$ cat src/rtl/mips_bus_pkg.sv
// mips_bus_pkg: owner IDs and transfer sizes shared by the sram-like bus blocks
package mips_bus_pkg;
  localparam logic OWN_INST = 1'b0;
  localparam logic OWN_DATA = 1'b1;
  localparam logic [1:0] SIZE_BYTE = 2'd0;
  localparam logic [1:0] SIZE_HALF = 2'd1;
  localparam logic [1:0] SIZE_WORD = 2'd2;
endpackage

$ cat src/rtl/owner_fifo.sv
// owner_fifo: 1-bit-wide circular FIFO recording which master owns each in-flight transfer
module owner_fifo #(
  parameter int DEPTH = 2,
  localparam int CW = $clog2(DEPTH + 1),
  localparam int PW = (DEPTH > 1) ? $clog2(DEPTH) : 1
) (
  input  logic          clk,
  input  logic          rst,
  input  logic          push,
  input  logic          pop,
  input  logic          din,
  output logic          head,
  output logic [CW-1:0] count,
  output logic          full,
  output logic          empty
);
  logic [DEPTH-1:0] mem;
  logic [PW-1:0] wp, rp;
  function automatic logic [PW-1:0] nxt(input logic [PW-1:0] p);
    return (p == PW'(DEPTH - 1)) ? '0 : p + 1'b1;
  endfunction
  always_ff @(posedge clk) begin
    if (!rst) begin
      wp <= '0;
      rp <= '0;
      count <= '0;
    end else begin
      if (push) begin
        mem[wp] <= din;
        wp <= nxt(wp);
      end
      if (pop) rp <= nxt(rp);
      count <= count + CW'(push) - CW'(pop);
    end
  end
  assign head = mem[rp];
  assign full = count == CW'(DEPTH);
  assign empty = count == '0;
endmodule

$ cat src/rtl/sram_like_bus_arbiter.sv
// sram_like_bus_arbiter: shares one sram-like port between inst and data masters,
// data-first with a starvation cap, grant locked until addr_ok, owners tracked in order.
module sram_like_bus_arbiter
  import mips_bus_pkg::*;
#(
  parameter int ADDR_W = 32,
  parameter int DATA_W = 32,
  parameter int MAX_OUTSTANDING = 2,
  parameter int STARVE_LIMIT = 8
) (
  input  logic              clk,
  input  logic              rst,
  input  logic              inst_req,
  input  logic [ADDR_W-1:0] inst_addr,
  output logic              inst_addr_ok,
  output logic              inst_data_ok,
  output logic [DATA_W-1:0] inst_rdata,
  input  logic              data_req,
  input  logic              data_wr,
  input  logic [1:0]        data_size,
  input  logic [ADDR_W-1:0] data_addr,
  input  logic [DATA_W-1:0] data_wdata,
  output logic              data_addr_ok,
  output logic              data_data_ok,
  output logic [DATA_W-1:0] data_rdata,
  output logic              mem_req,
  output logic              mem_wr,
  output logic [1:0]        mem_size,
  output logic [ADDR_W-1:0] mem_addr,
  output logic [DATA_W-1:0] mem_wdata,
  input  logic              mem_addr_ok,
  input  logic              mem_data_ok,
  input  logic [DATA_W-1:0] mem_rdata,
  output logic              proto_err
);
  localparam int SW = $clog2(STARVE_LIMIT + 1);
  localparam int CW = $clog2(MAX_OUTSTANDING + 1);
  logic lock_valid, lock_id, gnt_id, gnt_data, pop, head, full, empty;
  logic [CW-1:0] count;
  logic [SW-1:0] starve_cnt;
  always_comb begin
    gnt_id = lock_valid ? lock_id :
             (starve_cnt >= SW'(STARVE_LIMIT) && inst_req) ? OWN_INST :
             data_req ? OWN_DATA : OWN_INST;
    mem_req = (gnt_id == OWN_DATA ? data_req : inst_req) && !full;
    gnt_data = mem_req && gnt_id == OWN_DATA;
    mem_wr = gnt_data && data_wr;
    mem_size = !mem_req ? SIZE_BYTE : gnt_data ? data_size : SIZE_WORD;
    mem_addr = !mem_req ? '0 : gnt_data ? data_addr : inst_addr;
    mem_wdata = gnt_data ? data_wdata : '0;
    inst_addr_ok = mem_req && mem_addr_ok && gnt_id == OWN_INST;
    data_addr_ok = gnt_data && mem_addr_ok;
    pop = mem_data_ok && !empty;
    inst_data_ok = pop && head == OWN_INST;
    data_data_ok = pop && head == OWN_DATA;
  end
  assign inst_rdata = mem_rdata;
  assign data_rdata = mem_rdata;
  owner_fifo #(.DEPTH(MAX_OUTSTANDING)) u_owner_fifo (
    .clk(clk), .rst(rst), .push(mem_req && mem_addr_ok), .pop(pop), .din(gnt_id),
    .head(head), .count(count), .full(full), .empty(empty)
  );
  always_ff @(posedge clk) begin
    if (!rst) begin
      lock_valid <= 1'b0;
      lock_id <= OWN_INST;
      starve_cnt <= '0;
      proto_err <= 1'b0;
    end else begin
      if (mem_req) lock_valid <= !mem_addr_ok;
      if (mem_req && !mem_addr_ok) lock_id <= gnt_id;
      starve_cnt <= !(inst_req && !inst_addr_ok) ? '0 :
                    (starve_cnt == SW'(STARVE_LIMIT)) ? starve_cnt : starve_cnt + 1'b1;
      proto_err <= proto_err | (mem_data_ok && count == '0);
    end
  end
endmodule

$ cat config.mk
export PLATFORM = sky130hd
export DESIGN_NAME = sram_like_bus_arbiter
export DESIGN_NICKNAME = d
export VERILOG_FILES = /design/src/rtl/mips_bus_pkg.sv /design/src/rtl/owner_fifo.sv /design/src/rtl/sram_like_bus_arbiter.sv
export SDC_FILE = /design/constraint.sdc
export NUM_CORES = 1
export LEC_CHECK = 0
export ABC_AREA = 1
export ABC_CLOCK_PERIOD_IN_PS = 1600
export BUFFER_PORTS_ARGS = -buffer_cell sky130_fd_sc_hd__buf_2
export CORE_AREA = 10 10 98 100
export CTS_BUF_LIST = sky130_fd_sc_hd__clkbuf_4 sky130_fd_sc_hd__clkbuf_8
export DETAILED_ROUTE_END_ITERATION = 10
export DIE_AREA = 0 0 108 110
export PLACE_DENSITY = 0.85
export SLEW_MARGIN = 20
export SYNTH_ARGS = -nofsm -noshare
export SYNTH_HDL_FRONTEND = slang
export SYNTH_SLANG_ARGS = --single-unit
export TNS_END_PERCENT = 20
$ cat constraint.sdc
create_clock -name clk -period 1.6 [get_ports clk]
set_input_delay 0.08 -clock clk [delete_from_list [all_inputs] [get_ports clk]]
set_output_delay 0.08 -clock clk [all_outputs]
set_load 0.02 [all_outputs]
==> qor.yml, run 1 <==
use_met2: 0.2177
met3_usage: 0.05920
grt_busiest_layer: "met2"
violations: "negative setup slack"
cp_max_fo: 13
postLayoutCoreUtil: 0.4228
dp_cells: 547
postSynthCellCount: 334
clock_skew_ps: 1.040
drt_iter0_markers: 56
antenna_cells: 0
setup_viol: 11
grt_setup_unrepaired: "true"
p_per_area_nw_per_um2: 1219
wl_per_cell_um: 15.96
worstPathRequired_ps: 1520
syn_nets: 474
fin_cells: 559
rrSetupSlack_ps: 40
worst_slack_ps: -44.59
cts-root-buf: "clkbuf_8"
yosysWarnings: 0
grt_pass1_vias: 2465
die_h_um: 110
start_kind: "flop"
wl_um: 8919
slew_violations: 0
clk_path_buf_depth: 2
place.gp.congestion: 0.8513
cts_sinks: 13
met1_usage: 0.1114
multi_input_area_um2: 1136
ys_seq_area_frac: 0.1357
syn2layout_area_growth_pct: 56.51
insertion_delay_ps: 250
antenna_found_initial: 0
critPathBufInv: 4
yosys.area_share.adder: 0.01817
synth_top_family_by_area: "buffers and inverters"
rows: 32
synth_area_um2: 2066
via_count: 2368
cts_tree: "done"
worst_pin_slew_ps: 204.5
dieWidth_um: 108
first_pass_iters: 4
regArea_um2: 286.5
dp_hpwl_um: 6815
muxShareOfSynthArea: 0
grt_max_degree: 35
drive_gt1_frac: 0.6039
cpLargestDelayFamily: "buffers and inverters"
status: "complete, but fails checks"
total_power_uw: 3943
cts_buffers: 3
worstSetupPathType: "flop to output pin"
min_period_over_period: 1.028
io_buffers: 177
hold_viol: 0
dieArea_um2: 11880
fillerInstances: 775
slew-limit-headroom: 0.8622
path_cells: "inv_1 > nand3_2 > nand2_4 > buf_12 > nand2_8 > clkbuf_16 > nor2_1 > buf_4"
fmax_mhz: 608.1
ant_nets: 0
worstSetupEndpointType: "output pin"
layout_commonest_cell: "buf_2"
maxCapViolations: 0
core_um2: 7647
synthSimpleGateAreaFrac: 0.3059
ir_worst_vdd_uv: 455.1
synth_compound_area_frac: 0.1429
route.detailed.drc: 0
slowest_stage: "dfxtp_2"
clk_pin_slew_ps: 50
p_leak_uw: 0.001803
initial_utilization: 0.2701
min-delay-path-class: "input port to flop"
grt-ovfl-total: 0
avgSynthCellArea_um2: 6.185
ys_types: 27
htreeDepth: 1
finalNetCount: 598
ys_ff_latch: 13
finalCriticalPeriod_ps: 1645
grt_pass1_wl_um: 11410
grt_use_total: 0.1176
final_cell_mix: "buf_2, nand2_1, inv_1"
synth-xor-area-share: 0.01696
cp.arrival_ps: 1560
via_per_inst: 4.236
io_pins: 274
critPathMaxStageDelay_ps: 340
-- cell type report --
type / instances / share of cell area
well taps: 102 / 0.03947
multi-input cells: 192 / 0.3514
flip-flops and latches: 13 / 0.08862
repair buffers: 195 / 0.4431
inverters: 53 / 0.06231
clock buffers: 4 / 0.01509
-- path summary, 6_finish.rpt --
path,from,to,cells past startpoint
min reg2reg,u_owner_fifo.wp,u_owner_fifo.wp,2
max reg2reg,lock_valid,u_owner_fifo.count[1],11
min,rst,u_owner_fifo.count[0],3
max,lock_valid,mem_wdata[22],8
-- cells in the mapped netlist (all sizes together) --
library cell  count  share of area
buf              76           0.28
inv              52          0.094
clkinv            1         0.0024
a21oi            34           0.13
nand3b            1         0.0036
nand3             5          0.019
nand2            76           0.15
nand4             1         0.0030
edfxtp            2          0.029
ha                3          0.018
nor2             59           0.11
or2               1         0.0030
nor3              4         0.0097
xnor2             1         0.0042
xor2              3          0.013
o21ai             4         0.0097
dfxtp            11           0.11
-- per-layer routing --
layer / share of wire / up-vias
met1: 0.35 / 1019
met2: 0.52 / 144
met3: 0.11 / 30
met4: 0.018 / 0
met5: 0 / -
li1: - / 1175
-- power by group --
group	switching [uW]	leakage (uW)	internal, uW
clock network	117	0.0000262	193
logic	1770	0.00167	1410
registers	54.2	0.000111	400
-- registers in the layout (all words and copies together) (netlist names) --
| name | count |
|---|---|
| lock_valid | 1 |
| u_owner_fifo.mem | 2 |
| u_owner_fifo.rp | 1 |
| starve_cnt | 4 |
| lock_id | 1 |
| proto_err | 1 |
| u_owner_fifo.count | 2 |
| u_owner_fifo.wp | 1 |
-- worst reg2reg max path, cell delays in order (launching register included) --
cell,delay [ps]
dfxtp_2,340
inv_1,60
nand3_2,110
nand3_2,110
nand3_2,120
nand2_2,110
nand2_1,60
ha_1,200
xnor2_2,150
nand2_1,90
nand2_1,70
nor2_1,40
-- kinds of logic (layout without fill, tap and decap cells) --
logic type               count (synthesis)  in the layout
AND/OR/NAND/NOR                        147            147
buffers and inverters                  129            252
AO/OA/AOI/OAI                           38             38
flip-flops                              13             13
XOR/XNOR                                 4              4
adder cells (fa/ha/maj)                  3              3
-- metrics by stage --
stage | TNS (ps) | cell area [um^2] | setup slack [ps] | hold slack (ps)
after floorplan | 0 | 2066 | 80.34 | 173.5
after global placement | 0 | 2606 | 107.2 | 160.2
after detailed placement | 0 | 2606 | 33.98 | 160.2
after CTS | -621.5 | 2703 | -44.52 | 80.31
after global routing | -3862 | 3233 | -127.3 | 95.01
final | -146.4 | 3233 | -44.59 | 84.05
-- what timing repair did --
| action | 4_1_cts | 5_1_grt |
|---|---|---|
| gates resized for setup | 15 | 126 |
| endpoints found under the setup margin | 61 | 66 |
| pin swaps | 2 | 2 |
| hold buffers | 0 | 0 |
| buffers inserted | 0 | 3 |
| hold endpoints to repair | 0 | 0 |
| gates cloned | 0 | 5 |
No activity file was read; power rests on OpenSTA's default activity.
==> run 2: changes to the inputs <==
--- a/config.mk
+++ b/config.mk
@@ -8,11 +8,12 @@
 export ABC_AREA = 1
 export ABC_CLOCK_PERIOD_IN_PS = 1600
 export BUFFER_PORTS_ARGS = -buffer_cell sky130_fd_sc_hd__buf_2
-export CORE_AREA = 10 10 98 100
+export CORE_AREA = 8 8 99 101
 export CTS_BUF_LIST = sky130_fd_sc_hd__clkbuf_4 sky130_fd_sc_hd__clkbuf_8
 export DETAILED_ROUTE_END_ITERATION = 10
-export DIE_AREA = 0 0 108 110
-export PLACE_DENSITY = 0.85
+export DIE_AREA = 0 0 107 109
+export PLACE_DENSITY = 0.81
+export SKIP_CTS_REPAIR_TIMING = 1
 export SLEW_MARGIN = 20
 export SYNTH_ARGS = -nofsm -noshare
 export SYNTH_HDL_FRONTEND = slang
==> run 2 against run 1 <==
  * The run still ends with negative setup slack left
  * Cell count rose by 0.89%
  * Design area fell by 7.7%
  * Via count rose by 0.89%
  * Clock power barely moved
  * Clock skew fell by 0.57 ps
  * Power fell by 9.7%
  * Global-route usage fell by 0.071 points
  * Non-clock buffer count fell by 1
  * Sequential power barely moved
  * Hold slack got worse by 10 ps
  * Critical path type unchanged
  * Largest power group unchanged
  * Highest routed layer unchanged
==> qor.yml, run 2 (synthesized netlist as in run 1, its figures left out) <==
total_power_uw: 3561
route.detailed.drc: 0
worstRegToRegCells: 11
wl_per_cell_um: 14.14
hold_viol: 0
grt_pass1_vias: 2431
regMostFlops: "starve_cnt"
cts-root-buf: "clkbuf_8"
worst_slack_ps: -61.20
r2r-start: "u_owner_fifo.count[1]"
violations: "negative setup slack"
clk_path_buf_depth: 2
rows: 34
via_count: 2389
largest_reg_flops: 4
grt-ovfl-total: 0
clock_skew_ps: 0.4741
place.gp.congestion: 0.7765
ir_worst_vdd_uv: 524.2
worstPathRequired_ps: 1520
power_switching_uw: 1771
min_period_over_period: 1.038
start_kind: "flop"
status: "complete, but fails checks"
worstSetupPathType: "flop to output pin"
p_leak_uw: 0.001748
clk_pin_slew_ps: 50
biggestRegsByFlops: "starve_cnt: 4 flops, u_owner_fifo.count: 2 flops, u_owner_fifo.mem: 2 flops"
slew-limit-headroom: 0.8303
p_per_area_nw_per_um2: 1193
p_int_uw: 1790
rrSetupSlack_ps: 30
antenna_found_initial: 0
power_frac_comb: 0.786
seq_power_share: 0.128
grt_max_degree: 20
initial_utilization: 0.2465
syn2layout_area_growth_pct: 44.52
io_pins: 274
maxCapViolations: 0
grt_use_total: 0.1169
swShare: 0.4973
wl_um: 7977
io_buffers: 177
finalNetCount: 597
crit_start: "lock_valid"
cts_buffers: 3
min-delay-path-class: "input port to flop"
insertion_delay_ps: 240
whs_ps: 73.70
hold_path.startpoint: "rst"
die_h_um: 109
antenna_cells: 0
worstSetupEndpointType: "output pin"
clkPwrFrac: 0.086
cts_tree: "done"
min_to: "u_owner_fifo.count[0]"
postLayoutCoreUtil: 0.3562
dieWidth_um: 107
grt_pass1_wl_um: 11410
dieArea_um2: 11660
cp_max_fo: 12
r2r-end: "u_owner_fifo.count[1]"
drt_iter0_markers: 119
drive_gt1_frac: 0.5570
layout_commonest_cell: "buf_2"
via_per_inst: 4.236
ant_nets: 0
setup_viol: 39
cp.arrival_ps: 1580
core_um2: 8381
finalCriticalPeriod_ps: 1661
htreeDepth: 1
cts_sinks: 13
fmax_mhz: 602.0
worst_pin_slew_ps: 252.9
hold_depth: 3
grt_setup_unrepaired: "true"
slew_violations: 0
final_cell_mix: "buf_2, nand2_1, nor2_1"
first_pass_iters: 4
dp_hpwl_um: 6777
-- run 2: cell count changes in the layout (fill, tap and decap cells not counted), moves of 2 or more --
cell       change
buf_8          -2
clkbuf_16      -3
buf_2         +17
nor3_1         +3
buf_4          +5
nor2_1        +19
buf_6         -18
nor3_2         -2
nor2_4         -4
nor2_2        -15
-- run 2: per-stage QoR --
step	cell area (um^2)	TNS, ps	setup WS, ps	cells
global route	2985	-5313	-164.7	564
detailed placement	2629	0	36.34	555
CTS	2678	-6492	-172.2	559
global placement	2629	0	116.8	555
finish	2985	-662.4	-61.20	564
floorplan	2066	0	80.34	334
-- run 2: final cells by class --
| type | instances | area, um^2 |
|---|---|---|
| flip-flops and latches | 13 | 286.5 |
| well taps | 108 | 135.1 |
| repair buffers | 194 | 1247 |
| fillers | 904 | 5395 |
| multi-input cells | 192 | 1064 |
| clock buffers | 4 | 48.80 |
| inverters | 53 | 203.9 |
-- run 2: power groups by stage --
stage	clock (uW)	sequential (uW)	combinational (uW)
4_1_cts	314	440	2380
3_3_place_gp	0	441	2360
3_5_place_dp	0	446	2370
2_1_floorplan	0	445	1800
5_1_grt	333	464	3020
6_report	306	455	2800
-- run 2: metal layers --
layer / GRT usage / up-vias / share of wire
met4: 0.05226 / 0 / 0.033
met2: 0.2100 / 125 / 0.51
met5: 0 / - / 0
met3: 0.03842 / 35 / 0.090
met1: 0.1222 / 1051 / 0.37
li1: - / 1178 / -
-- run 2: worst max path at each step --
stage                            endpoint  slack, ps
floorplan           u_owner_fifo.count[1]         80
global placement    u_owner_fifo.count[1]        120
detailed placement  u_owner_fifo.count[1]         40
CTS                          mem_addr[31]       -170
global route                 mem_addr[31]       -160
finish                       mem_addr[31]        -60
-- run 2: critical path, cell delays in order, from the launching register on --
cell,delay (ps)
dfxtp_2,340
nand2_4,110
nor2_4,50
nor2_4,110
buf_6,160
nand2_8,100
buf_12,160
a21oi_1,140
buf_4,170
==> run 3: changes to the inputs <==
--- a/config.mk
+++ b/config.mk
@@ -5,14 +5,13 @@
 export SDC_FILE = /design/constraint.sdc
 export NUM_CORES = 1
 export LEC_CHECK = 0
-export ABC_AREA = 1
 export ABC_CLOCK_PERIOD_IN_PS = 1600
 export BUFFER_PORTS_ARGS = -buffer_cell sky130_fd_sc_hd__buf_2
-export CORE_AREA = 8 8 99 101
+export CORE_AREA = 8 8 101 103
 export CTS_BUF_LIST = sky130_fd_sc_hd__clkbuf_4 sky130_fd_sc_hd__clkbuf_8
 export DETAILED_ROUTE_END_ITERATION = 10
-export DIE_AREA = 0 0 107 109
-export PLACE_DENSITY = 0.81
+export DIE_AREA = 0 0 109 111
+export PLACE_DENSITY = 0.79
 export SKIP_CTS_REPAIR_TIMING = 1
 export SLEW_MARGIN = 20
 export SYNTH_ARGS = -nofsm -noshare
==> run 3 against run 2 <==
  * The run still ends with negative setup slack left
  * Fmax decreased by 13%
  * Clock-buffer cell count is the same
  * Non-clock buffer count grew 6
  * Clock skew increased by 1.3 ps
  * Synthesized cell count down 14%
  * Cell count is 7.8% lower
  * Clock power grew 6.9%
  * Power shrank 11%
  * Critical path depth shrank 1
  * Register-to-register slack lost 340 ps
  * Global-route usage about the same
  * Critical path type is now flop to flop
  * Highest routed layer unchanged
==> qor.yml, run 3 <==
fmax_mhz: 523.6
die_h_um: 111
cts_sinks: 13
ys_seq_area_frac: 0.1322
setup_viol: 71
ant_nets: 0
hold_viol: 0
syn2layout_area_growth_pct: 47.34
hold_depth: 3
insertion_delay_ps: 250
tns_ps: -12090
synthFlopType: "dfxtp_1"
fin_area_um2: 3123
synth_common_cells: "and2_1, buf_4, nor2_1, mux2i_1, dfxtp_1"
wl_um: 8080
clock_skew_ps: 1.800
slowest_stage: "a2111oi_4"
grt-ovfl-total: 0
ys_ff_latch: 13
worstSetupPathType: "flop to flop"
io_buffers: 177
grt_setup_unrepaired: "true"
rows: 34
worstSetupEndpointType: "flop"
total_power_uw: 3171
yosysTopAreaCell: "buf_4"
whs_ps: 103.1
min_period_over_period: 1.194
slew_violations: 0
r2r-start: "lock_id"
yosysMostFrequentCell: "and2_1"
io_pins: 274
synth_top_area_share: 0.2302
grt_pass1_wl_um: 11590
critPathMaxStageDelay_ps: 360
worstPathRequired_ps: 1750
clk_pin_slew_ps: 60
cp_max_fo: 2
cpLargestDelayFamily: "simple AND/OR/NAND/NOR gates"
rrSetupSlack_ps: -310
synthArstFlopShare: 0
place.gp.congestion: 0.7550
cts-root-buf: "clkbuf_8"
postLayoutCoreUtil: 0.3652
via_per_inst: 4.277
finalCriticalPeriod_ps: 1910
initial_utilization: 0.2479
synth_area_um2: 2120
core_um2: 8551
worstRegToRegCells: 7
path_cells: "mux2i_2 > a2111oi_4 > xnor2_1 > ha_2 > xnor2_1 > or3_1 > and3_1"
wl_per_cell_um: 15.54
final_cell_mix: "buf_2, and2_1, nor2_1"
ys_types: 33
p_per_area_nw_per_um2: 1015
synth_edf_count: 2
violations: "negative setup slack"
ir_worst_vdd_uv: 329.3
antenna_found_initial: 0
syn_nets: 427
yosysWarnings: 0
status: "complete, but fails checks"
dp_hpwl_um: 6374
place_area_um2: 2769
route.detailed.drc: 0
start_kind: "flop"
cts_buffers: 3
dieArea_um2: 12100
worst_pin_slew_ps: 318.7
biggestRegsByFlops: "starve_cnt: 4 flops, u_owner_fifo.count: 2 flops, u_owner_fifo.mem: 2 flops"
clk_path_buf_depth: 2
worst_slack_ps: -309.8
drt_iter0_markers: 76
cpMostUsedCell: "xnor2_1"
slew-limit-headroom: 0.7875
drive_gt1_frac: 0.5728
finalNetCount: 553
r2r-end: "u_owner_fifo.count[1]"
min-delay-path-class: "input port to flop"
maxCapViolations: 0
grt_max_degree: 37
min_to: "proto_err"
cts_tree: "done"
layout_commonest_cell: "buf_2"
postSynthCellCount: 287
critPathBufInv: 0
grt_pass1_vias: 2278
htreeDepth: 1
grt_use_total: 0.1174
antenna_cells: 0
cp.arrival_ps: 2060
dieWidth_um: 109
synth_area_leaders: "buf_4, and2_1, mux2i_1, dfxtp_1, nor2_1"
hold_path.startpoint: "mem_data_ok"
largest_reg_flops: 4
regMostFlops: "starve_cnt"
avgSynthCellArea_um2: 7.385
via_count: 2224
first_pass_iters: 5
p_leak_uw: 0.001772
[run 3: cell types whose count changed in the layout (fill, tap and decap cells not counted), moves of 6 or more]
cell | before | now
a21oi_2 | 28 | 0
and2_1 | 0 | 55
and2_4 | 0 | 14
buf_2 | 130 | 156
buf_4 | 46 | 18
buf_6 | 13 | 19
inv_1 | 50 | 5
mux2i_1 | 0 | 34
nand2_1 | 68 | 4
nor2_1 | 52 | 41
[run 3: worst reg2reg max path, stage by stage, from the launching register on]
cell and delay [ps]:
dfxtp_2 330, mux2i_2 170, a2111oi_4 360, xnor2_1 140, ha_2 200, xnor2_1 130
or3_1 300, and3_1 170
[run 3: through the flow]
step	worst slack, ps	cells
after floorplan	-307.0	287
after CTS	-307.4	514
final	-309.8	520
after detailed placement	-239.1	510
after global placement	-208.6	510
after global routing	-405.5	520
[run 3: how the worst max path moves through the flow]
stage                           from                     to  cells past startpoint
after CTS                 lock_valid          mem_wdata[31]                      7
final                        lock_id  u_owner_fifo.count[1]                      7
after detailed placement     lock_id  u_owner_fifo.count[1]                      7
after global placement       lock_id  u_owner_fifo.count[1]                      7
after global routing         lock_id  u_owner_fifo.count[1]                      7
after floorplan              lock_id  u_owner_fifo.count[1]                      7
[run 3: area by class of cell]
class	count	area [um^2]
clock buffers	4	48.80
fillers	890	5428
well taps	108	135.1
flip-flops and latches	13	286.5
multi-input cells	190	1364
repair buffers	200	1270
inverters	5	18.77
[run 3: metal layers]
layer | track usage | up-vias | routed length, um
li1 | - | 1099 | -
met1 | 0.1254 | 1007 | 3040
met2 | 0.2092 | 96 | 4349
met3 | 0.03430 | 22 | 539
met4 | 0.04292 | 0 | 150
met5 | 0 | - | 0
[run 3: power breakdown]
group | switching, uW | internal (uW) | total (uW) | leakage (uW)
combinational | 1270 | 1120 | 2390 | 0.00164
clock | 133 | 194 | 327 | 0.0000262
sequential | 53.1 | 402 | 455 | 0.000110
[run 3: cell families (layout without fill, tap and decap cells)]
family | Yosys count | count (layout) | share of synthesized area
compound gates | 13 | 13 | 0.05018
xor+xnor | 6 | 6 | 0.02479
fa+ha+maj | 3 | 3 | 0.01771
buf+inv | 84 | 209 | 0.2721
flops | 13 | 13 | 0.1322
mux | 36 | 36 | 0.1700
simple gates | 132 | 132 | 0.3329
